`config.mk`:
```
export PLATFORM = sky130hd
export DESIGN_NAME = sq_calc_engine
export DESIGN_NICKNAME = d
export VERILOG_FILES = /design/src/rtl/sq_calc_pkg.sv /design/src/rtl/sq_ram.sv /design/src/rtl/sq_calc_engine.sv
export SDC_FILE = /design/constraint.sdc
export NUM_CORES = 1
export LEC_CHECK = 0
export ABC_AREA = 1
export ABC_CLOCK_PERIOD_IN_PS = 7600
export CELL_PAD_IN_SITES_DETAIL_PLACEMENT = 1
export CELL_PAD_IN_SITES_GLOBAL_PLACEMENT = 2
export CORE_MARGIN = 2
export CORE_UTILIZATION = 44
export CTS_CLUSTER_SIZE = 28
export DETAILED_ROUTE_END_ITERATION = 8
export PLACE_DENSITY = 0.82
export SETUP_SLACK_MARGIN = 0.3
export SLEW_MARGIN = 20
export SYNTH_ARGS = -nofsm -noshare
export SYNTH_HDL_FRONTEND = slang
export SYNTH_SLANG_ARGS = --single-unit
```
`constraint.sdc`:
```
create_clock -name clk -period 7.6 [get_ports clk]
set_input_delay 1.9 -clock clk [delete_from_list [all_inputs] [get_ports clk]]
set_output_delay 1.9 -clock clk [all_outputs]
set_load 0.005 [all_outputs]
```
`src/rtl/sq_calc_pkg.sv`:
```
// Shared op codes, FSM state encoding and circular-pointer helpers for the
// stack/queue calculator engine.
package sq_calc_pkg;

    localparam logic [2:0] OP_PUSH  = 3'b000;
    localparam logic [2:0] OP_POP   = 3'b001;
    localparam logic [2:0] OP_ADD   = 3'b010;
    localparam logic [2:0] OP_SUB   = 3'b011;
    localparam logic [2:0] OP_CLEAR = 3'b100;

    typedef enum logic [2:0] {
        S_IDLE,
        S_RD_A,
        S_WAIT_A,
        S_RD_B,
        S_WAIT_B,
        S_EXEC,
        S_WR,
        S_DONE
    } state_t;

    // Wrap at depth-1 -> 0 so non-power-of-two depths work.
    function automatic logic [31:0] ptr_inc(input logic [31:0] p, input logic [31:0] depth);
        return (p == depth - 32'd1) ? 32'd0 : p + 32'd1;
    endfunction

    function automatic logic [31:0] ptr_dec(input logic [31:0] p, input logic [31:0] depth);
        return (p == 32'd0) ? depth - 32'd1 : p - 32'd1;
    endfunction

endpackage

```
`src/rtl/sq_ram.sv`:
```
// Operand storage: one write port and one synchronous read port, storage
// is deliberately left without reset.
module sq_ram #(
    parameter int DATA_W = 16,
    parameter int DEPTH  = 32,
    parameter int ADDR_W = 5
) (
    input  logic              clk,
    input  logic              we,
    input  logic [ADDR_W-1:0] waddr,
    input  logic [DATA_W-1:0] wdata,
    input  logic [ADDR_W-1:0] raddr,
    output logic [DATA_W-1:0] rdata
);

    logic [DATA_W-1:0] mem [DEPTH];

    always_ff @(posedge clk) begin
        if (we) begin
            mem[waddr] <= wdata;
        end
        rdata <= mem[raddr];
    end

endmodule

```
`src/rtl/sq_calc_engine.sv`:
```
// Stack/queue calculator core: circular operand buffer used as LIFO or FIFO
// per op, executing PUSH/POP/ADD/SUB/CLEAR with a one-cycle done pulse.
module sq_calc_engine
    import sq_calc_pkg::*;
#(
    parameter int DATA_W = 16,
    parameter int DEPTH  = 32,
    localparam int CNT_W = $clog2(DEPTH + 1)
) (
    input  logic              clk,
    input  logic              rst,
    input  logic              mode,
    input  logic              op_valid,
    input  logic [2:0]        op,
    input  logic [DATA_W-1:0] din,
    output logic              op_ready,
    output logic              done,
    output logic              err,
    output logic              ovf,
    output logic [DATA_W-1:0] result,
    output logic [DATA_W-1:0] peek,
    output logic [CNT_W-1:0]  count,
    output logic              empty,
    output logic              full
);

    localparam int PTR_W = $clog2(DEPTH);

    // Handshake: an op is taken on a rising clk edge where op_valid && op_ready;
    // op, mode and din are captured on that edge and op_ready drops until the
    // cycle after the done pulse.
    state_t             state;
    logic [2:0]         op_r;
    logic               mode_r;
    logic [DATA_W-1:0]  din_r, a_r, b_r, res_r, nxt_r;
    logic               alu_c;
    logic [DATA_W-1:0]  top_val, head_val;
    logic [PTR_W-1:0]   head, tail;
    logic [PTR_W-1:0]   head_p1, head_p2, tail_p1, tail_m1, tail_m2;
    logic [PTR_W-1:0]   raddr, waddr;
    logic [DATA_W-1:0]  rdata, wdata;
    logic               we;
    logic               legal;

    assign head_p1 = PTR_W'(ptr_inc(32'(head), DEPTH));
    assign head_p2 = PTR_W'(ptr_inc(32'(head_p1), DEPTH));
    assign tail_p1 = PTR_W'(ptr_inc(32'(tail), DEPTH));
    assign tail_m1 = PTR_W'(ptr_dec(32'(tail), DEPTH));
    assign tail_m2 = PTR_W'(ptr_dec(32'(tail_m1), DEPTH));

    assign empty = (count == '0);
    assign full  = (count == CNT_W'(DEPTH));
    // Both ends are tracked so a mode flip is reflected without a RAM read.
    assign peek  = mode ? head_val : top_val;

    always_comb begin
        legal = 1'b0;
        case (op)
            OP_PUSH:        legal = !full;
            OP_POP:         legal = !empty;
            OP_ADD, OP_SUB: legal = (count >= CNT_W'(2));
            OP_CLEAR:       legal = 1'b1;
            default:        legal = 1'b0;
        endcase
    end

    // IDLE pre-reads the entry behind the one a POP would remove.
    always_comb begin
        raddr = head;
        case (state)
            S_IDLE:  raddr = mode ? head_p1 : tail_m2;
            S_RD_A:  raddr = mode_r ? head : tail_m1;
            S_RD_B:  raddr = mode_r ? head_p1 : tail_m2;
            S_EXEC:  raddr = head_p2;
            default: raddr = head;
        endcase
    end

    assign we    = (state == S_WR) && !rst;
    assign waddr = (op_r == OP_PUSH || mode_r) ? tail : tail_m2;
    assign wdata = (op_r == OP_PUSH) ? din_r : res_r;

    sq_ram #(
        .DATA_W(DATA_W),
        .DEPTH (DEPTH),
        .ADDR_W(PTR_W)
    ) u_ram (
        .clk  (clk),
        .we   (we),
        .waddr(waddr),
        .wdata(wdata),
        .raddr(raddr),
        .rdata(rdata)
    );

    always_ff @(posedge clk) begin
        if (rst) begin
            state    <= S_IDLE;
            head     <= '0;
            tail     <= '0;
            count    <= '0;
            result   <= '0;
            done     <= 1'b0;
            err      <= 1'b0;
            ovf      <= 1'b0;
            op_ready <= 1'b1;
            top_val  <= '0;
            head_val <= '0;
            op_r     <= OP_PUSH;
            mode_r   <= 1'b0;
            din_r    <= '0;
            a_r      <= '0;
            b_r      <= '0;
            res_r    <= '0;
            nxt_r    <= '0;
            alu_c    <= 1'b0;
        end else begin
            case (state)
                S_IDLE: begin
                    if (op_valid) begin
                        op_r     <= op;
                        mode_r   <= mode;
                        din_r    <= din;
                        op_ready <= 1'b0;
                        if (!legal) begin
                            state <= S_DONE;
                            done  <= 1'b1;
                            err   <= 1'b1;
                        end else begin
                            case (op)
                                OP_PUSH: state <= S_WR;
                                OP_CLEAR: begin
                                    head     <= '0;
                                    tail     <= '0;
                                    count    <= '0;
                                    top_val  <= '0;
                                    head_val <= '0;
                                    state    <= S_DONE;
                                    done     <= 1'b1;
                                end
                                default: state <= S_RD_A;
                            endcase
                        end
                    end
                end
                S_RD_A: begin
                    nxt_r <= rdata;
                    state <= S_WAIT_A;
                end
                S_WAIT_A: begin
                    a_r <= rdata;
                    if (op_r == OP_POP) begin
                        result <= rdata;
                        count  <= count - CNT_W'(1);
                        state  <= S_DONE;
                        done   <= 1'b1;
                        if (mode_r) head <= head_p1;
                        else        tail <= tail_m1;
                        if (count == CNT_W'(1)) begin
                            top_val  <= '0;
                            head_val <= '0;
                        end else if (mode_r) begin
                            head_val <= nxt_r;
                        end else begin
                            top_val <= nxt_r;
                        end
                    end else begin
                        state <= S_RD_B;
                    end
                end
                S_RD_B:   state <= S_WAIT_B;
                S_WAIT_B: begin
                    b_r   <= rdata;
                    state <= S_EXEC;
                end
                S_EXEC: begin
                    {alu_c, res_r} <= (op_r == OP_ADD) ? {1'b0, b_r} + {1'b0, a_r}
                                                       : {1'b0, b_r} - {1'b0, a_r};
                    state <= S_WR;
                end
                S_WR: begin
                    state   <= S_DONE;
                    done    <= 1'b1;
                    top_val <= (op_r == OP_PUSH) ? din_r : res_r;
                    if (op_r == OP_PUSH) begin
                        tail  <= tail_p1;
                        count <= count + CNT_W'(1);
                        if (count == '0) head_val <= din_r;
                    end else begin
                        result <= res_r;
                        ovf    <= alu_c;
                        count  <= count - CNT_W'(1);
                        if (mode_r) begin
                            head <= head_p2;
                            tail <= tail_p1;
                        end else begin
                            tail <= tail_m1;
                        end
                        // rdata here is the new queue head fetched during EXEC.
                        if (count == CNT_W'(2)) head_val <= res_r;
                        else if (mode_r)        head_val <= rdata;
                    end
                end
                S_DONE: begin
                    state    <= S_IDLE;
                    done     <= 1'b0;
                    err      <= 1'b0;
                    ovf      <= 1'b0;
                    op_ready <= 1'b1;
                end
                default: state <= S_IDLE;
            endcase
        end
    end

endmodule

```
==> impl_metrics.toml, run 1 <==
[placed_design]
io_buffer_count = 66
globalplace.congestion = 0.907
hpwl_mm = 60.1

[logic_synthesis]
async_flop_share_pct = 0
yosys_warnings = 0
yosysSeqAreaShare_pct = 62.6
synth_ff_type = "edfxtp_1"
synth_edf_count = 512
synth.distinct_cells = 49
synth_top_cell_by_area = "edfxtp_1"
yosys-top-cells-area = "edfxtp_1 51%, nand3_1 13%, dfxtp_1 11%"
ys_ff_latch = 684
avgSynthCellArea_um2 = 10.0
syn_nets = 3057
syn-cell-area_mm2 = 0.0301
synthCells = 3003
synth_top_area_share_pct = 51.1

[global_routing]
grt_pass1_vias = 24100
antenna_found_initial = 2
grt_pass1_wl_mm = 149
grt_overflow = 0
grtUsageTotal_pct = 28.0
grt_max_degree = 167

[timing]
post-route-period-util_pct = 74.1
slew_headroom_pct = 25.5
drv_slew = 0
setup_viol = 0
worst_pin_slew_ps = 1120
tns_ps = 0
rsz0062_at_grt = "false"
period_needed_ps = 5630
hold_viol = 0
clock.fmax_mhz = 178
fin_skew_ps = 20.4

[clock_network]
htree_levels = 3
cts_tree = "yes"
clkTransAtPathRegs_ps = 50
root_buffer = "clkbuf_16"
clk_latency_ps = 630
clockBufferDepth = 3
hold_buffers = 0
clock_sinks = 684
cts_resized = 0
cts_setup_buffers = 0
cts_made_buffers = 75

[route]
drt-initial-drc-count = 2210
wl_per_cell_um = 25.1
drc = 0
routed_via_density = 5.91
drtAntennaViolNets = 0
drt_first_pass_iters = 5
routed_wl_mm = 99.2
via_count = 23400

[worst_hold_path]
min_path_type = "reg -> reg"

[layout]
layout-drive-gt1-share_pct = 8.40
synthToLayoutAreaGrowth_pct = 13.8
final_common_cell = "nand3_1"
mostFrequentLayoutCells = "789 x nand3_1, 512 x edfxtp_1, 414 x nand2_1"
nets = 3080

[job]
cap_violations = 0

[floorplan]
die_h_um = 265
core_mm2 = 0.0674
start_util_pct = 44.6
dieArea_mm2 = 0.0704
die_w_um = 265
io_pins = 67
rows = 95

[setup_path]
crit_path_end_kind = "primary output"
cp_max_fo = 26
worstPathArrival_ps = 3730
critical_path_class = "in -> out"
crit_required_ps = 5700
start_kind = "input port"

[outcome]
status = "complete, no violations"
[flip-flops by register name, summed over array words and instances (netlist names), 3 cells and up]
signal	flops
head_val	16
top_val	16
op_r	3
b_r	16
a_r	16
count	6
tail	5
u_ram.rdata	16
result	16
state	3
res_r	16
nxt_r	16
head	5
din_r	16
u_ram.mem	512
[cell type report]
cell class / instances / area [µm²]
fill: 7341 / 33200
tap: 873 / 1090
sequential: 684 / 18800
clock buffer: 102 / 2120
multi-input combinational: 1961 / 9900
antenna: 1 / 2.50
timing repair buffer: 146 / 1340
inverter: 158 / 597
clock inverter: 32 / 353
[metal layers]
metal	wire length, µm	track usage [%]	vias up
li1	-	-	10700
met1	43200	38.8	11800
met2	46200	44.6	721
met3	7090	5.42	148
met4	2710	8.83	0
met5	0	0	-
[worst max-delay path, stage by stage]
cell and delay (ps):
clkdlybuf4s50_1 580, buf_4 370, mux2_2 390, clkdlybuf4s50_1 440
[path summary, 6_finish.rpt]
kind              startpoint             end  slack (ps)  cells past startpoint
setup / recovery        mode         peek[3]        1970                      4
hold / removal      nxt_r[1]        nxt_r[1]         460                      2
setup reg to reg     head[1]  u_ram.rdata[5]        2920                     22
hold reg to reg     nxt_r[1]        nxt_r[1]         460                      2
[logic make-up (layout without fill, tap and decap cells)]
| group | Yosys count | in the layout | share of synthesized area (%) |
|---|---|---|---|
| XOR/XNOR | 33 | 33 | 0.986 |
| buffers and inverters | 358 | 438 | 4.93 |
| AO/OA/AOI/OAI | 403 | 403 | 7.74 |
| flip-flops | 684 | 684 | 62.6 |
| AND/OR/NAND/NOR | 1488 | 1488 | 22.2 |
| other | 0 | 1 | 0 |
| multiplexers | 6 | 6 | 0.225 |
| adder cells (fa/ha/maj) | 31 | 31 | 1.31 |
[cells in the mapped netlist (3+ instances only)]
cell type	instances
nand3_1	789
edfxtp_1	512
nand2_1	418
nor2_1	232
dfxtp_1	172
o21ai_0	160
inv_1	150
a21oi_1	122
buf_2	99
clkbuf_1	75
a211oi_1	35
ha_1	30
nor3_1	25
buf_1	22
a31oi_1	21
o21bai_1	18
o22ai_1	18
xor2_1	17
xnor2_1	15
a211oi_2	9
inv_2	7
mux2_2	6
nand4_1	6
nand2_2	5
buf_4	4
or2_2	4
o21ai_1	3
[metrics by stage]
| stage | hold slack (ps) | setup slack [ps] | cells | util (%) | cell area (µm²) |
|---|---|---|---|---|---|
| floorplan | 430 | 3010 | 3003 | - | 30100 |
| global placement | 442 | 2020 | 3822 | 47.1 | 31700 |
| detailed placement | 446 | 1970 | 3822 | 47.1 | 31700 |
| CTS | 458 | 1980 | 3956 | 50.8 | 34200 |
| global route | 470 | 1890 | 3957 | 50.8 | 34200 |
| finish | 455 | 1970 | 3957 | 50.8 | 34200 |
Power of run 1 is not shown: default switching activity piles up to over one toggle a cycle in this logic, so the estimate is an artifact.
==> inputs of run 2 (changes only) <==
- ABC_CLOCK_PERIOD_IN_PS: 7600 -> 5650
- CORE_UTILIZATION: 44 -> 41
- PLACE_DENSITY: 0.82 -> 0.77
- clock period: 7.6 -> 5.65 ns (I/O delays scaled with it)
==> run 2 against run 1 <==
  * Critical path depth up 1
  * Cell count grew 2.3%
  * Flip-flop and latch count is the same
  * Die area rose by 7.2%
  * First-iteration DRC count down 17%
  * Non-clock buffer count is 1 lower
  * Hold slack worse by 1.1 ps
  * Sequential share of layout area decreased by 0.18 points
  * Register-to-register slack got worse by 1600 ps
  * Utilization decreased by 3.6 points
  * Final area rose by 0.33%
  * Via count is 0.63% lower
==> impl_metrics.toml, run 2 (synthesized netlist as in run 1, its figures left out) <==
[layout]
num-fill-cells = 8041
final_common_cell = "nand3_1"
regArea_mm2 = 0.0188
synthToLayoutAreaGrowth_pct = 14.2
multi_input_area_mm2 = 0.00991
regMostFlops = "u_ram.mem"
mostFrequentLayoutCells = "789 x nand3_1, 512 x edfxtp_1, 414 x nand2_1"
diodes = 0
nets = 3081
largest_reg_flops = 512
final_cells = 4047
layout-drive-gt1-share_pct = 8.13

[clock_network]
clock_sinks = 684
clkTransAtPathRegs_ps = 60
htree_levels = 3
clk_latency_ps = 640
cts_tree = "yes"
cts_resized = 0
cts_setup_buffers = 0
cts_made_buffers = 77
clockBufferDepth = 3
hold_buffers = 0
root_buffer = "clkbuf_16"

[setup_path]
crit_path_end_kind = "primary output"
critPathCapture = "peek[5]"
worstPathArrival_ps = 3470
crit_family = "buffers and inverters"
cp.depth = 5
r2r_start = "head[1]"
path_cells = "clkdlybuf4s50_1 -> buf_4 -> nor2_1 -> a21oi_1 -> clkdlybuf4s50_1"
cpMostUsedCell = "clkdlybuf4s50_1"
cp_max_fo = 20
crit_required_ps = 4240
reg2reg_slack_ps = 1320
rr_worst_depth = 22
cp_num_buf_inv = 3
slowest_delay_ps = 930
start_kind = "input port"
critPathLaunch = "mode"
r2r-end = "u_ram.rdata[11]"
critical_path_class = "in -> out"
crit_slowest_cell = "clkdlybuf4s50_1"

[floorplan]
die_w_um = 275
rows = 99
core_mm2 = 0.0728
die_h_um = 275
io_pins = 67
start_util_pct = 41.3
dieArea_mm2 = 0.0755

[placed_design]
io_buffer_count = 66
dp_cells = 3906
hpwl_mm = 59.5
globalplace.congestion = 0.851
pre_cts_ws_ps = 730

[timing]
rsz0062_at_grt = "false"
worst_pin_slew_ps = 1180
tns_ps = 0
setup_viol = 0
hold_viol = 0
slew_headroom_pct = 21.4
clock.fmax_mhz = 205
worst_slack_ps = 772
drv_slew = 0
period_needed_ps = 4880
fin_skew_ps = 30.8
post-route-period-util_pct = 86.3

[worst_hold_path]
min_path_type = "reg -> reg"

[route]
via_count = 23200
drt-initial-drc-count = 1826
drtAntennaViolNets = 0
routed_wl_mm = 98.0
drc = 0
wl_per_cell_um = 24.2
routed_via_density = 5.74
drt_first_pass_iters = 6

[global_routing]
grtUsageTotal_pct = 25.8
grt_pass1_vias = 23700
grt_max_degree = 138
grt_pass1_wl_mm = 147
grt_overflow = 0
antenna_found_initial = 2

[job]
cap_violations = 0

[outcome]
status = "complete, no violations"
-- run 2: per-stage QoR --
step	hold slack (ps)	area, µm²	utilization (%)
3_5_place_dp	448	31900	43.8
2_1_floorplan	430	30100	-
3_3_place_gp	440	31900	43.8
5_1_grt	474	34300	47.1
6_report	454	34300	47.1
4_1_cts	456	34300	47.1
-- run 2: worst min-delay path by stage --
stage,startpoint,slack [ps],depth (start not counted),to
after floorplan,nxt_r[0],430,2,nxt_r[0]
after detailed placement,nxt_r[14],450,2,nxt_r[14]
final,nxt_r[9],450,2,nxt_r[9]
after CTS,nxt_r[14],460,2,nxt_r[14]
after global routing,nxt_r[9],470,2,nxt_r[9]
after global placement,nxt_r[0],440,2,nxt_r[0]
-- run 2: tightest hold or removal path: stages (launching register included) --
cell	delay (ps)
dfxtp_1	290
inv_1	60
a21oi_1	50
-- run 2: area by class of cell --
type / instances / share of cell area [%]
clock buffers: 102 / 6.10
flip-flops and latches: 684 / 54.8
well taps: 959 / 3.49
inverters: 158 / 1.73
repair buffers: 145 / 4.10
multi-input cells: 1961 / 28.9
clock inverters: 38 / 0.926
-- run 2: metal layers --
| metal | wire (µm) | GRT usage [%] | part of all wire (%) |
|---|---|---|---|
| met1 | 44400 | 35.8 | 45 |
| met2 | 46200 | 42.0 | 47 |
| met3 | 5280 | 4.23 | 5.4 |
| met4 | 2060 | 6.93 | 2.1 |
| met5 | 18 | 0 | 0.018 |
Power of run 2 is left out for the same reason.
